<file path="src/rtl/vga_sync_rx.sv">
// rtl/vga_sync_rx.sv - VGA sync receiver: decodes hs/vs/rgb into pixel coordinates, de and frame lock
// Optional FRAME_SUM_EN adds frame_sum, the 16-bit sum of the previous locked frame's active pixels.

module vga_sync_rx #(
   parameter int H_TOTAL     = 800,
   parameter int H_SYNC      = 96,
   parameter int H_START     = 144,
   parameter int H_ACTIVE    = 640,
   parameter int V_TOTAL     = 525,
   parameter int V_SYNC      = 2,
   parameter int V_START     = 35,
   parameter int V_ACTIVE    = 480,
   parameter int LOCK_FRAMES = 2
) (
   input  logic        CLK,
   input  logic        RST,
   input  logic        pix_ce,
   input  logic        vga_hs,
   input  logic        vga_vs,
   input  logic [11:0] vga_rgb,
   output logic [9:0]  pix_x,
   output logic [9:0]  pix_y,
   output logic        de,
   output logic [11:0] rgb_out,
   output logic        frame_start,
   output logic        locked,
`ifdef FRAME_SUM_EN
   output logic [7:0]  err_cnt,
   output logic [15:0] frame_sum
`else
   output logic [7:0]  err_cnt
`endif
);

   localparam logic [9:0] H_LAST   = 10'(H_TOTAL - 1);
   localparam logic [9:0] H_SYNC_W = 10'(H_SYNC);
   localparam logic [9:0] H_BEG    = 10'(H_START);
   localparam logic [9:0] H_END    = 10'(H_START + H_ACTIVE);
   localparam logic [9:0] V_LAST   = 10'(V_TOTAL - 1);
   localparam logic [9:0] V_SYNC_W = 10'(V_SYNC);
   localparam logic [9:0] V_BEG    = 10'(V_START);
   localparam logic [9:0] V_END    = 10'(V_START + V_ACTIVE);
   localparam logic [7:0] LOCK_N   = 8'(LOCK_FRAMES);

   typedef enum logic [1:0] {SEARCH, TRACK, LOCKED} state_t;

   state_t      state, state_nx;
   logic [7:0]  good, good_nx;
   logic        hs_s1, hs_s2, vs_s1, vs_s2;
   logic [11:0] rgb_s1, rgb_s2;
   logic        hs_d, vs_line;
   logic [9:0]  h, v, h_nx, v_nx, vs_cnt;
   logic        hs_rise, hs_fall, f_start, vs_end;
   logic        viol_line, viol_frame, viol;
   logic        locked_c, de_c, fs_c;
   logic [9:0]  pix_x_c, pix_y_c;

   always_ff @(posedge CLK or negedge RST) begin
      if (!RST) begin
         hs_s1  <= 1'b0;
         hs_s2  <= 1'b0;
         vs_s1  <= 1'b0;
         vs_s2  <= 1'b0;
         rgb_s1 <= '0;
         rgb_s2 <= '0;
      end else begin
         hs_s1  <= vga_hs;
         hs_s2  <= hs_s1;
         vs_s1  <= vga_vs;
         vs_s2  <= vs_s1;
         rgb_s1 <= vga_rgb;
         rgb_s2 <= rgb_s1;
      end
   end

   // vs_line remembers vs at the previous line start, so a frame starts on the first line with vs high
   assign hs_rise = hs_s2 & ~hs_d;
   assign hs_fall = ~hs_s2 & hs_d;
   assign f_start = hs_rise & vs_s2 & ~vs_line;
   assign vs_end  = hs_rise & ~vs_s2 & vs_line;
   assign h_nx    = hs_rise ? '0 : h + 10'd1;
   assign v_nx    = hs_rise ? (f_start ? '0 : v + 10'd1) : v;

   assign viol_line  = (hs_rise && h != H_LAST) || (!hs_rise && h == H_LAST) ||
                       (hs_fall && (h + 10'd1) != H_SYNC_W);
   assign viol_frame = (f_start && v != V_LAST) || (vs_end && vs_cnt != V_SYNC_W);
   assign viol       = (state != SEARCH) && (viol_line || viol_frame);

   always_ff @(posedge CLK or negedge RST) begin
      if (!RST) begin
         hs_d    <= 1'b0;
         vs_line <= 1'b0;
         h       <= '0;
         v       <= '0;
         vs_cnt  <= '0;
      end else if (pix_ce) begin
         hs_d <= hs_s2;
         h    <= h_nx;
         v    <= v_nx;
         if (hs_rise) begin
            vs_line <= vs_s2;
            if (f_start)
               vs_cnt <= 10'd1;
            else if (vs_s2)
               vs_cnt <= vs_cnt + 10'd1;
         end
      end
   end

   always_ff @(posedge CLK or negedge RST) begin
      if (!RST) begin
         state <= SEARCH;
         good  <= '0;
      end else begin
         state <= state_nx;
         good  <= good_nx;
      end
   end

   // A violation in the same update as a frame start wins; that frame is not counted
   always_comb begin
      state_nx = state;
      good_nx  = good;
      if (pix_ce) begin
         case (state)
            SEARCH: if (f_start) begin
               state_nx = TRACK;
               good_nx  = '0;
            end
            TRACK: if (viol) begin
               state_nx = SEARCH;
            end else if (f_start) begin
               good_nx = good + 8'd1;
               if (good_nx == LOCK_N)
                  state_nx = LOCKED;
            end
            LOCKED: if (viol) state_nx = SEARCH;
            default: state_nx = SEARCH;
         endcase
      end
   end

   always_comb begin
      locked_c = (state_nx == LOCKED);
      de_c     = locked_c && h_nx >= H_BEG && h_nx < H_END && v_nx >= V_BEG && v_nx < V_END;
      fs_c     = pix_ce && f_start && locked_c;
      pix_x_c  = de_c ? h_nx - H_BEG : '0;
      pix_y_c  = de_c ? v_nx - V_BEG : '0;
   end

   always_ff @(posedge CLK or negedge RST) begin
      if (!RST) begin
         pix_x       <= '0;
         pix_y       <= '0;
         de          <= 1'b0;
         rgb_out     <= '0;
         frame_start <= 1'b0;
         locked      <= 1'b0;
         err_cnt     <= '0;
      end else begin
         frame_start <= fs_c;
         if (pix_ce) begin
            pix_x   <= pix_x_c;
            pix_y   <= pix_y_c;
            de      <= de_c;
            rgb_out <= de_c ? rgb_s2 : '0;
            locked  <= locked_c;
            if (state == LOCKED && viol && err_cnt != 8'hFF)
               err_cnt <= err_cnt + 8'd1;
         end
      end
   end

`ifdef FRAME_SUM_EN
   logic [15:0] sum_acc;

   always_ff @(posedge CLK or negedge RST) begin
      if (!RST) begin
         sum_acc   <= '0;
         frame_sum <= '0;
      end else if (pix_ce) begin
         if (fs_c) begin
            frame_sum <= sum_acc;
            sum_acc   <= de_c ? {4'h0, rgb_s2} : '0;
         end else if (de_c) begin
            sum_acc <= sum_acc + {4'h0, rgb_s2};
         end
      end
   end
`endif

endmodule
</file>
<file path="config.mk">
export PLATFORM = sky130hd
export DESIGN_NAME = vga_sync_rx
export DESIGN_NICKNAME = d
export VERILOG_FILES = /design/src/rtl/vga_sync_rx.sv
export SDC_FILE = /design/constraint.sdc
export NUM_CORES = 1
export LEC_CHECK = 0
export CORE_ASPECT_RATIO = 0.9
export CORE_MARGIN = 5
export CORE_UTILIZATION = 50
export DETAILED_ROUTE_END_ITERATION = 10
export PLACE_DENSITY = 0.74
export SYNTH_ARGS = -nofsm -noshare
export SYNTH_HDL_FRONTEND = slang
export SYNTH_SLANG_ARGS = --single-unit
</file>
<file path="constraint.sdc">
create_clock -name CLK -period 5 [get_ports CLK]
set_input_delay 0.75 -clock CLK [delete_from_list [all_inputs] [get_ports CLK]]
set_output_delay 0.75 -clock CLK [all_outputs]
set_load 0.005 [all_outputs]
</file>
=== Yosys cells after proc, flatten, opt, wreduce, memory -nomap -nowiden ===
Cells that the tools add are included.

* Memory bits (read-only): 0
* Logic and storage cells: 100
* Latch bits: 0
* Memories: 0
* Output and inout bits: 43
* RAM bits: 0
* Bits of input ports: 17
* Register bits: 113

* Muxes and demuxes: 19
* Multipliers: 0
* Bitwise gates (word level): 10
* Add/sub/neg operators: 7
* Reductions and logical operators: 27
* Div/mod/pow operators: 0
* Magnitude comparators: 4
* Shift operators: 0
* Equal/unequal tests: 13

{| class="wikitable"
|+ Operator list
! kind !! count
|-
| $mux W10 || 7
|-
| $add A10 B1 Y10 const B || 3
|-
| $mux W8 || 3
|-
| $lt A10 B10 Y1 const B || 2
|-
| $ne A10 B10 Y1 const B || 2
|-
| $add A8 B1 Y8 const B || 2
|-
| $pmux W8 S2 || 1
|-
| $logic_and A1 B1 Y1 || 14
|-
| $mux W12 || 1
|-
| $mux W2 || 6
|-
| $eq A10 B10 Y1 const B || 1
|-
| $ge A10 B6 Y1 const B || 1
|-
| $ge A10 B8 Y1 const B || 1
|-
| $ne A10 B2 Y1 const B || 1
|-
| $ne A10 B7 Y1 const B || 1
|-
| $sub A10 B6 Y10 const B || 1
|-
| $sub A10 B8 Y10 const B || 1
|-
| $eq A8 B2 Y1 const B || 1
|-
| $ne A8 B8 Y1 const B || 1
|-
| $and A1 B1 Y1 || 6
|-
| $ne A2 B2 Y1 const B || 3
|-
| $pmux W2 S3 || 1
|-
| $reduce_bool A2 Y1 || 3
|-
| $reduce_and A5 Y1 || 1
|-
| other kinds (8) || 16
|}

=== Depth between registers and ports, before layout ===
Gate-level depths: netlist of the first run.

* Word-level depth: 17
* Gate-level depth with buffers: 13

=== Worst setup path before layout of the first run ===
Ideal clock, no wire load.

* Kind: register to register
* From: register hs_s2
* To: register de
* Path slack: 2.583 ns
* Stages on the path, launching flop included: 13
* Library setup time: 0.136 ns
* Path buffers: 2
* Data required time: 4.864 ns
* Clock period less this slack: 2.417 ns
* Data arrival time: 2.281 ns
* Cell sequence: dfrtp_1 -> nor2b_1 -> buf_4 -> nor4_1 -> o21bai_1 -> inv_1 -> ha_1 -> nor3b_1 -> a31o_2 -> a211o_1 -> nand4_4 -> buf_6 -> o21ai_0

* Word-level cells in the longest chain between the ends: 15

{| class="wikitable"
|+ Ends and longest elaborated chain
! item !! line !! RTL
|-
| from (decl) || 49 || <nowiki>logic hs_s1, hs_s2, vs_s1, vs_s2;</nowiki>
|-
| from (signal assigned) || 68 || <nowiki>hs_s2 <= hs_s1;</nowiki>
|-
| $and A1 B1 Y1 || 77 || <nowiki>assign hs_rise = hs_s2 & ~hs_d;</nowiki>
|-
| $and A1 B1 Y1, or another cell as far along (2 in series) || 79 || <nowiki>assign f_start = hs_rise & vs_s2 & ~vs_line;</nowiki>
|-
| $logic_and A1 B1 Y1 or $logic_or A1 B1 Y1 (tied branches) || 86, 84 ||
|-
| $logic_or A1 B1 Y1 (on tied branches) || 86, 84 ||
|-
| $logic_or A1 B1 Y1 || 87 || <nowiki>assign viol = (state != SEARCH) && (viol_line || viol_frame);</nowiki>
|-
| $logic_and A1 B1 Y1 || 87 ||
|-
| $mux W2 (on tied branches) || 137, 130 ||
|-
| $pmux W2 S3 || 125 || <nowiki>case (state)</nowiki>
|-
| $mux W2 || 124 || <nowiki>if (pix_ce) begin</nowiki>
|-
| $eq A2 B2 Y1 || 144 || <nowiki>locked_c = (state_nx == LOCKED);</nowiki>
|-
| $logic_and A1 B1 Y1 (3 in series) || 145 || <nowiki>de_c = locked_c && h_nx >= H_BEG && h_nx < H_END && v_nx >= V_BEG && v_nx < V_END;</nowiki>
|-
| $logic_and A1 B1 Y1 * || 145 ||
|-
| to (signal assigned) || 155 || <nowiki>de <= 1'b0;</nowiki>
|-
| to (signal assigned) || 165 || <nowiki>de <= de_c;</nowiki>
|-
| to (decl) || 23 || <nowiki>output logic de,</nowiki>
|}

Every way passes the cells marked *; elsewhere a longest branch is shown, timed or not.
A chain may end at the register's enable or synchronous reset.

=== Final worst setup path of the first run ===
* From: register hs_d
* To: register pix_x[0]

* Word-level cells in the longest chain between the ends: 17

{| class="wikitable"
|+ Ends and longest elaborated chain
! item !! line !! RTL
|-
| from (decl) || 51 || <nowiki>logic hs_d, vs_line;</nowiki>
|-
| from (signal assigned) || 97 || <nowiki>hs_d <= hs_s2;</nowiki>
|-
| $not A1 Y1 || 77 ||
|-
| $and A1 B1 Y1 || 77 ||
|-
| $and A1 B1 Y1, or another cell as far along (2 in series) || 79 ||
|-
| $logic_and A1 B1 Y1 or $logic_or A1 B1 Y1 (tied branches) || 86, 84 ||
|-
| $logic_or A1 B1 Y1 (on tied branches) || 86, 84 ||
|-
| $logic_or A1 B1 Y1 || 87 ||
|-
| $logic_and A1 B1 Y1 || 87 ||
|-
| $mux W2 (on tied branches) || 137, 130 ||
|-
| $pmux W2 S3 || 125 ||
|-
| $mux W2 || 124 ||
|-
| $eq A2 B2 Y1 || 144 ||
|-
| $logic_and A1 B1 Y1 (4 in series) || 145 ||
|-
| $mux W10 * || 147 || <nowiki>pix_x_c = de_c ? h_nx - H_BEG : '0;</nowiki>
|-
| to (signal assigned) || 163 || <nowiki>pix_x <= pix_x_c;</nowiki>
|-
| to (decl) || 21 || <nowiki>output logic [9:0] pix_x,</nowiki>
|}

Marked as above.

==> flow_metrics.tcl, run 1 <==
set metrics [dict create \
    mostFrequentLayoutCells "dfrtp_1, clkdlybuf4s50_1, nand2_1, nor2_1, inv_1" \
    coreArea_um2 11400 \
    path_cells "nand2b_1 > nor4_1 > mux2i_1 > o211ai_1 > o22ai_1 > nand4_4 > o32ai_1" \
    routed_via_density 5.72 \
    regToRegSetupSlack_ns 1.53 \
    vdd_drop_max_mv 0.264 \
    power.density_nw_per_um2 385 \
    status "completed" \
    rows 37 \
    area_growth_pct 20.3 \
    synth-edff-count 0 \
    final_common_cell "dfrtp_1" \
    seq_area_um2 2830 \
    yosysWarnings 0 \
    ys_async_sr_fraction_pct 100 \
    detail-route-antenna-nets 0 \
    setup_slack_ns 1.53 \
    fin_area_um2 7000 \
    grt_pass1_wl_um 21900 \
    path_max_fanout 33 \
    min-delay-start "rgb_s1[7]" \
    cts_resized 0 \
    io_buffer_count 59 \
    path_clk_slew_ns 0.05 \
    maxCapViolations 0 \
    syn_avg_cell_area_um2 10.6 \
    place_hpwl_um 8440 \
    antenna_found_initial 0 \
    layout.cells.non_filler 763 \
    insertedDiodeCount 0 \
    cts_setup_buffers 0 \
    synth-seq-area-share_pct 48.6 \
    finalMaxSlewViolations 0 \
    syn_nets 576 \
    r2r-start "hs_d" \
    hold_viol_final 0 \
    cts_tree "yes" \
    track_usage_pct 19.9 \
    min_path_cells 0 \
    synth_top_area_share_pct 48.6 \
    cts.sinks 113 \
    synth_area_leaders "dfrtp_1, o2bb2ai_2, xnor2_1" \
    worstPathRequired_ns 5.28 \
    critPathArrivalTime_ns 3.76 \
    rr_worst_depth 7 \
    grt_max_degree 77 \
    syn_inst 548 \
    p_leak_nw 2.98 \
    tns_ns 0 \
    wl_um 12900 \
    drc_errors 0 \
    cp-end-kind "register" \
    dr_total_vias 4362 \
    min_period_over_period_pct 69.5 \
    holdWs_ns 0.346 \
    clock_skew_ns 0.00981 \
    first_iter_violations 360 \
    grt_pass1_vias 4502 \
    dpl_cell_area_um2 6430 \
    dpl_worst_slack_ns 1.56 \
    die_h_um 112 \
    finalCriticalPeriod_ns 3.47 \
    dieArea_um2 13900 \
    holdCritPathClass "reg2reg" \
    die_width_um 124 \
    path_buf_inv 0 \
    n_fill_cell 927 \
    ios 60 \
    cp_slowest_stage_delay_ns 0.63 \
    cpLargestDelayFamily "simple AND/OR/NAND/NOR gates" \
    drt-pass1-iter-count 6 \
    hold_path_end "rgb_s2[7]" \
    h-tree-depth 4 \
    routedWlPerCell_um 16.9 \
    cts_root_buf "clkbuf_16" \
    max_freq_ghz 0.288 \
    rr_endpoint "pix_x[0]" \
    cts_buffer_depth 2 \
    critPathKind "reg2reg" \
    cp_slowest_cell "nand4_4" \
    clock_latency_ns 0.41 \
    tightest_slew_ns 0.931 \
    dp.cells 732 \
    startpoint_type "register" \
    multiInputGateArea_um2 2660 \
    fin_nets 623 \
    syn_area_um2 5820 \
    synthFlopType "dfrtp_1" \
    ctsHoldBuffers 0 \
    gp_congestion 1.01 \
    synth-seq-cells 113 \
    grt_remaining_overflow 0 \
    final_layout_size_suffix_gt1_share_pct 12.9 \
    initial_utilization_pct 50.9 \
    cts_inserted_buffers 17 \
    synth_cell_types 70 \
    maxSlewHeadroom_pct 37.9 \
    setup_viol 0 \
    rsz0062_at_grt "false" \
    yosys.area.top_type "dfrtp_1" \
]
==> how the worst max path moves through the flow <==
stage           from  endpoint  slack (ns)  depth (start not counted)
2_1_floorplan  hs_s2        de        2.58                         12
3_3_place_gp    h[0]  pix_x[0]        1.73                         11
3_5_place_dp    hs_d  pix_x[0]        1.56                          7
4_1_cts         hs_d  pix_x[0]        1.53                          7
5_1_grt         hs_d  pix_x[0]        1.27                         10
6_report        hs_d  pix_x[0]        1.53                          7
==> logic make-up after synthesis <==
family	count (synthesis)	synth area share (%)
buffers and inverters	69	5.72
xor gates and xnor gates	41	6.17
muxes	14	2.58
DFF	113	48.6
adders and majority gates	11	2.36
and+or+nand+nor	186	17.3
AOI/OAI and AO/OA	114	17.3
==> layout make-up <==
| type | instances | share of cell area [%] |
|---|---|---|
| Sequential cell | 113 | 40.4 |
| Timing Repair Buffer | 63 | 8.83 |
| Tap cell | 156 | 2.79 |
| Multi-Input combinational cell | 366 | 38.0 |
| Clock inverter | 9 | 1.55 |
| Inverter | 34 | 1.82 |
| Clock buffer | 22 | 6.63 |
==> synth_stat cells, drive strengths merged, types with 2 or more instances <==
library cell,number
a211o,2
a211oi,2
a21o,2
a21oi,13
a22o,2
a31oi,5
a41oi,2
and2,3
and3,10
and4,2
buf,20
clkbuf,15
clkinv,2
dfrtp,113
ha,11
inv,32
mux2,8
mux2i,6
nand2,43
nand2b,6
nand3,25
nand4,9
nand4bb,2
nor2,36
nor2b,4
nor3,18
nor4,9
o2111a,2
o211ai,6
o21ai,21
o22ai,5
o2bb2ai,32
o311a,3
o311ai,4
o31ai,3
or2,4
or3,8
xnor2,25
xor2,16
==> sequential cells by signal, summed over array words and instances, names as in the netlist, 2 cells and up <==
register / cells
err_cnt: 8
h: 10
pix_y: 10
v: 10
rgb_s2: 12
rgb_out: 12
rgb_s1: 12
pix_x: 10
vs_cnt: 10
good: 8
state: 2
==> through the flow <==
step                      utilization (%)  total power, mW
after CTS                            61.2             2.71
after detailed placement             56.2             1.54
after global routing                 61.2             2.83
after global placement               56.2             1.52
final                                61.2             2.69
after floorplan                         -             1.42
==> power breakdown <==
| group | internal (mW) | total (mW) | switching [mW] |
|---|---|---|---|
| clock network | 0.754 | 1.16 | 0.407 |
| registers | 0.989 | 1.11 | 0.125 |
| logic | 0.168 | 0.420 | 0.252 |
==> worst register-to-register path: cells and delay by family (launching register included) <==
family | cells | cell delay, ns
and+or+nand+nor | 3 | 1.55
AOI/OAI and AO/OA | 3 | 0.94
DFF | 1 | 0.43
muxes | 1 | 0.43
==> layer usage <==
layer / track usage, % / share of wire [%]
met3: 5.99 / 5.8
met2: 30.5 / 48
met1: 26.0 / 44
met5: 0 / 0
met4: 8.93 / 2.0
Power figures use the tool's default switching activity.
==> inputs of run 2 (changes only) <==
- clock period: 5 -> 3.5 ns (I/O delays scaled with it)
==> run 2 against run 1 <==
Effect of this change: setup slack got worse by 0.99 ns; sequential share of layout area is 0.48 points lower; final cell count rose by 1.0%; combinational power up 44%; first-iteration DRC count rose by 16%; hold slack worse by 0.13 ns; total power is 46% higher; final area is 1.2% higher; maximum frequency is 17% higher; sequential cell count unchanged; utilization is 0.73 points higher; count of clock-buffer cells in the layout down 3.
==> flow_metrics.tcl, run 2 (synthesis gave the netlist of run 1 again) <==
set metrics [dict create \
    fin_nets 630 \
    holdCritPathClass "in2async" \
    die_width_um 124 \
    clock_skew_ns 0.0140 \
    maxSlewHeadroom_pct 44.9 \
    largestRegisters "rgb_out: 12 flops, rgb_s1: 12 flops, rgb_s2: 12 flops" \
    final_common_cell "dfrtp_1" \
    finalMaxSlewViolations 0 \
    coreArea_um2 11400 \
    cts_tree "yes" \
    cts.sinks 113 \
    h-tree-depth 4 \
    drt-pass1-iter-count 7 \
    finalCriticalPeriod_ns 2.97 \
    post-route-util_pct 62.0 \
    rsz0062_at_grt "false" \
    ios 60 \
    tightest_slew_ns 0.827 \
    dieArea_um2 13900 \
    first_iter_violations 416 \
    startpoint_type "register" \
    antenna_found_initial 0 \
    ctsHoldBuffers 0 \
    critPathArrivalTime_ns 3.23 \
    track_usage_pct 20.8 \
    p_leak_nw 3.03 \
    hold_viol_final 0 \
    initial_utilization_pct 50.9 \
    cts_setup_buffers 0 \
    wl_um 13400 \
    p_total_mw 3.95 \
    vdd_drop_max_mv 0.431 \
    setup_viol 0 \
    min_period_over_period_pct 84.8 \
    final_layout_size_suffix_gt1_share_pct 14.5 \
    drc_errors 0 \
    path_max_fanout 19 \
    rows 37 \
    cts_buffer_depth 2 \
    power.density_nw_per_um2 557 \
    path_clk_slew_ns 0.06 \
    regToRegSetupSlack_ns 0.53 \
    grt_remaining_overflow 0 \
    io_buffer_count 59 \
    critPathKind "reg2reg" \
    die_h_um 112 \
    n_fill_cell 902 \
    mostFrequentLayoutCells "dfrtp_1, clkdlybuf4s50_1, nand2_1, nor2_1, inv_1" \
    maxCapViolations 0 \
    grt_pass1_wl_um 22900 \
    routed_via_density 5.78 \
    gp_congestion 0.991 \
    area_growth_pct 21.7 \
    clock_latency_ns 0.41 \
    status "completed" \
    cts_resized 0 \
    dr_total_vias 4460 \
    worstPathRequired_ns 3.77 \
    cts_root_buf "clkbuf_16" \
    insertedDiodeCount 0 \
    routedWlPerCell_um 17.4 \
    grt_pass1_vias 4560 \
    cp-end-kind "register" \
    place_hpwl_um 9050 \
    detail-route-antenna-nets 0 \
    cts_inserted_buffers 17 \
    max_freq_ghz 0.337 \
    tns_ns 0 \
    grt_max_degree 67 \
]
[run 2: cell types whose count changed in the layout (fill, tap and decap cells not counted), sizes merged]
| cell | change |
|---|---|
| clkbuf | -3 |
| inv | +3 |
| clkinv | +1 |
| buf | +7 |
[run 2: per-layer routing]
| layer | GRT usage, % | share of wire [%] |
|---|---|---|
| met5 | 0 | 0 |
| met2 | 33.4 | 49 |
| met1 | 27.5 | 43 |
| met4 | 7.23 | 1.6 |
| met3 | 5.04 | 6.2 |
[run 2: path summary, 6_finish.rpt]
kind / startpoint / end / cells past startpoint
max in group asynchronous: RST / vs_cnt[6] / 2
setup / recovery: hs_d / de / 8
hold reg to reg: rgb_s1[2] / rgb_s2[2] / 0
hold / removal: RST / pix_x[3] / 1
setup reg to reg: hs_d / de / 8
min in group CLK: rgb_s1[2] / rgb_s2[2] / 0
[run 2: final cells by class]
class                      count  area [um2]  share of cell area [%]
clock inverter                13         151                    2.14
tap                          156         195                    2.75
sequential                   113        2830                    39.9
clock buffer                  19         453                    6.39
timing repair buffer          70         671                    9.46
inverter                      34         128                    1.80
multi-input combinational    366        2660                    37.6
[run 2: where the power goes]
group	total, mW	switching, mW	leakage [nW]	internal [mW]
Clock	1.75	0.651	0.283	1.10
Combinational	0.605	0.361	1.29	0.243
Sequential	1.60	0.185	1.45	1.41
Total	3.95	1.20	3.03	2.75
[run 2: per-stage QoR]
stage	area, um2	hold WS [ns]	cells	worst slack, ns
2_1_floorplan	5820	0.229	548	1.08
6_report	7090	0.212	771	0.534
4_1_cts	7090	0.237	771	0.580
3_3_place_gp	6480	0.332	739	0.711
5_1_grt	7090	0.288	771	0.311
3_5_place_dp	6480	0.335	739	0.623
[run 2: worst max-delay path: stages, from the launching register on]
cell and delay, ns:
dfrtp_1 0.43, nand2b_1 0.54, nor3_2 0.21, o41ai_1 0.54, a2bb2oi_1 0.29, o22ai_1 0.18, nand4_4 0.16, buf_4 0.30
o21ai_0 0.16
==> inputs of run 3 (changes only) <==
- clock period: 3.5 -> 3 ns (I/O delays scaled with it)
==> run 3 against run 2 <==
Effect of this change: utilization grew 0.69 points; clock skew decreased by 0.0056 ns; routed wire length down 5.0%; highest routed layer unchanged; via count down 2.7%; critical path type unchanged; largest cell class unchanged; die area did not move.
==> flow_metrics.tcl, run 3 (synthesis gave the netlist of run 1 again) <==
set metrics [dict create \
    status "completed" \
    hold_viol_final 0 \
    min_period_over_period_pct 92.0 \
    cts_buffer_depth 2 \
    holdWs_ns 0.109 \
    final_common_cell "dfrtp_1" \
    clock_latency_ns 0.41 \
    cp-end-kind "register" \
    r2r-start "hs_s2" \
    layout.cells.non_filler 778 \
    initial_utilization_pct 50.9 \
    area_growth_pct 23.1 \
    setup_viol 0 \
    cts_tree "yes" \
    ctsHoldBuffers 0 \
    dieArea_um2 13900 \
    cts.sinks 113 \
    rsz0062_at_grt "false" \
    die_width_um 124 \
    final_layout_size_suffix_gt1_share_pct 15.1 \
    clock_skew_ns 0.00838 \
    dr_total_vias 4339 \
    p_leak_nw 3.08 \
    p_total_mw 4.62 \
    cts_root_buf "clkbuf_16" \
    die_h_um 112 \
    worstPathRequired_ns 3.28 \
    maxCapViolations 0 \
    routedWlPerCell_um 16.4 \
    drt-pass1-iter-count 5 \
    drc_errors 0 \
    critPathArrivalTime_ns 3.04 \
    dpl_worst_slack_ns 0.274 \
    largestRegisters "rgb_out: 12 flops, rgb_s1: 12 flops, rgb_s2: 12 flops" \
    startpoint_type "register" \
    cts_inserted_buffers 17 \
    gp_congestion 0.869 \
    coreArea_um2 11400 \
    post-route-util_pct 62.7 \
    ios 60 \
    maxSlewHeadroom_pct 49.4 \
    fin_nets 637 \
    finalMaxSlewViolations 0 \
    critPathKind "reg2reg" \
    grt_max_degree 60 \
    grt_remaining_overflow 0 \
    power.density_nw_per_um2 645 \
    antenna_found_initial 0 \
    dp.cells 746 \
    finalCriticalPeriod_ns 2.76 \
    rr_endpoint "de" \
    grt_pass1_wl_um 22100 \
    setup_slack_ns 0.239 \
    detail-route-antenna-nets 0 \
    routed_via_density 5.58 \
    holdCritPathClass "in2async" \
    grt_pass1_vias 4397 \
    rr_worst_depth 12 \
    place_hpwl_um 8590 \
    track_usage_pct 20.0 \
    tightest_slew_ns 0.759 \
    wl_um 12700 \
    dpl_cell_area_um2 6560 \
    regToRegSetupSlack_ns 0.24 \
    insertedDiodeCount 0 \
    first_iter_violations 320 \
    rows 37 \
    path_max_fanout 31 \
    h-tree-depth 4 \
    max_freq_ghz 0.362 \
    mostFrequentLayoutCells "dfrtp_1, clkdlybuf4s50_1, nand2_1, nor2_1, inv_1" \
    fin_area_um2 7170 \
    vdd_drop_max_mv 0.397 \
    io_buffer_count 59 \
    tns_ns 0 \
    cts_resized 0 \
    path_clk_slew_ns 0.06 \
    cts_setup_buffers 0 \
]
-- run 3: changes by cell type in the layout (fill, tap and decap cells not counted), sizes merged --
cell	before	now
clkinvlp	4	2
clkbuf	19	20
clkinv	5	7
bufinv	2	3
buf	12	19
inv	36	34
-- run 3: worst max path at each step --
stage / cells after the start / end / startpoint
floorplan: 12 / de / hs_s2
global placement: 12 / de / hs_s2
detailed placement: 12 / de / hs_s2
CTS: 12 / de / hs_s2
global route: 8 / good[6] / h[1]
finish: 12 / de / hs_s2
-- run 3: layout make-up --
type                            instances  area (um2)
Timing Repair Buffer                   77         748
Inverter                               34         128
Fill cell                             896        4270
Clock inverter                         12         159
Sequential cell                       113        2830
Multi-Input combinational cell        366        2660
Tap cell                              156         195
Clock buffer                           20         447
-- run 3: where the power goes --
part | total (mW) | leakage, nW | internal (mW) | switching [mW]
Sequential | 1.86 | 1.45 | 1.65 | 0.210
Combinational | 0.714 | 1.34 | 0.296 | 0.418
Clock | 2.05 | 0.291 | 1.33 | 0.720
Total | 4.62 | 3.08 | 3.27 | 1.35
-- run 3: worst max-delay path: stages, from the launching register on --
cell	delay (ns)
dfrtp_1	0.42
nor2b_1	0.16
buf_4	0.20
nor4_1	0.27
o21bai_1	0.16
inv_1	0.08
ha_1	0.18
nor3b_1	0.14
a31o_2	0.23
a211o_1	0.32
nand4_4	0.09
buf_12	0.24
o21ai_0	0.12
-- run 3: routing by layer --
layer / part of all wire [%] / track usage [%]
met5: 0 / 0
met1: 46 / 27.3
met2: 48 / 30.8
met4: 1.6 / 7.23
met3: 5.2 / 5.29
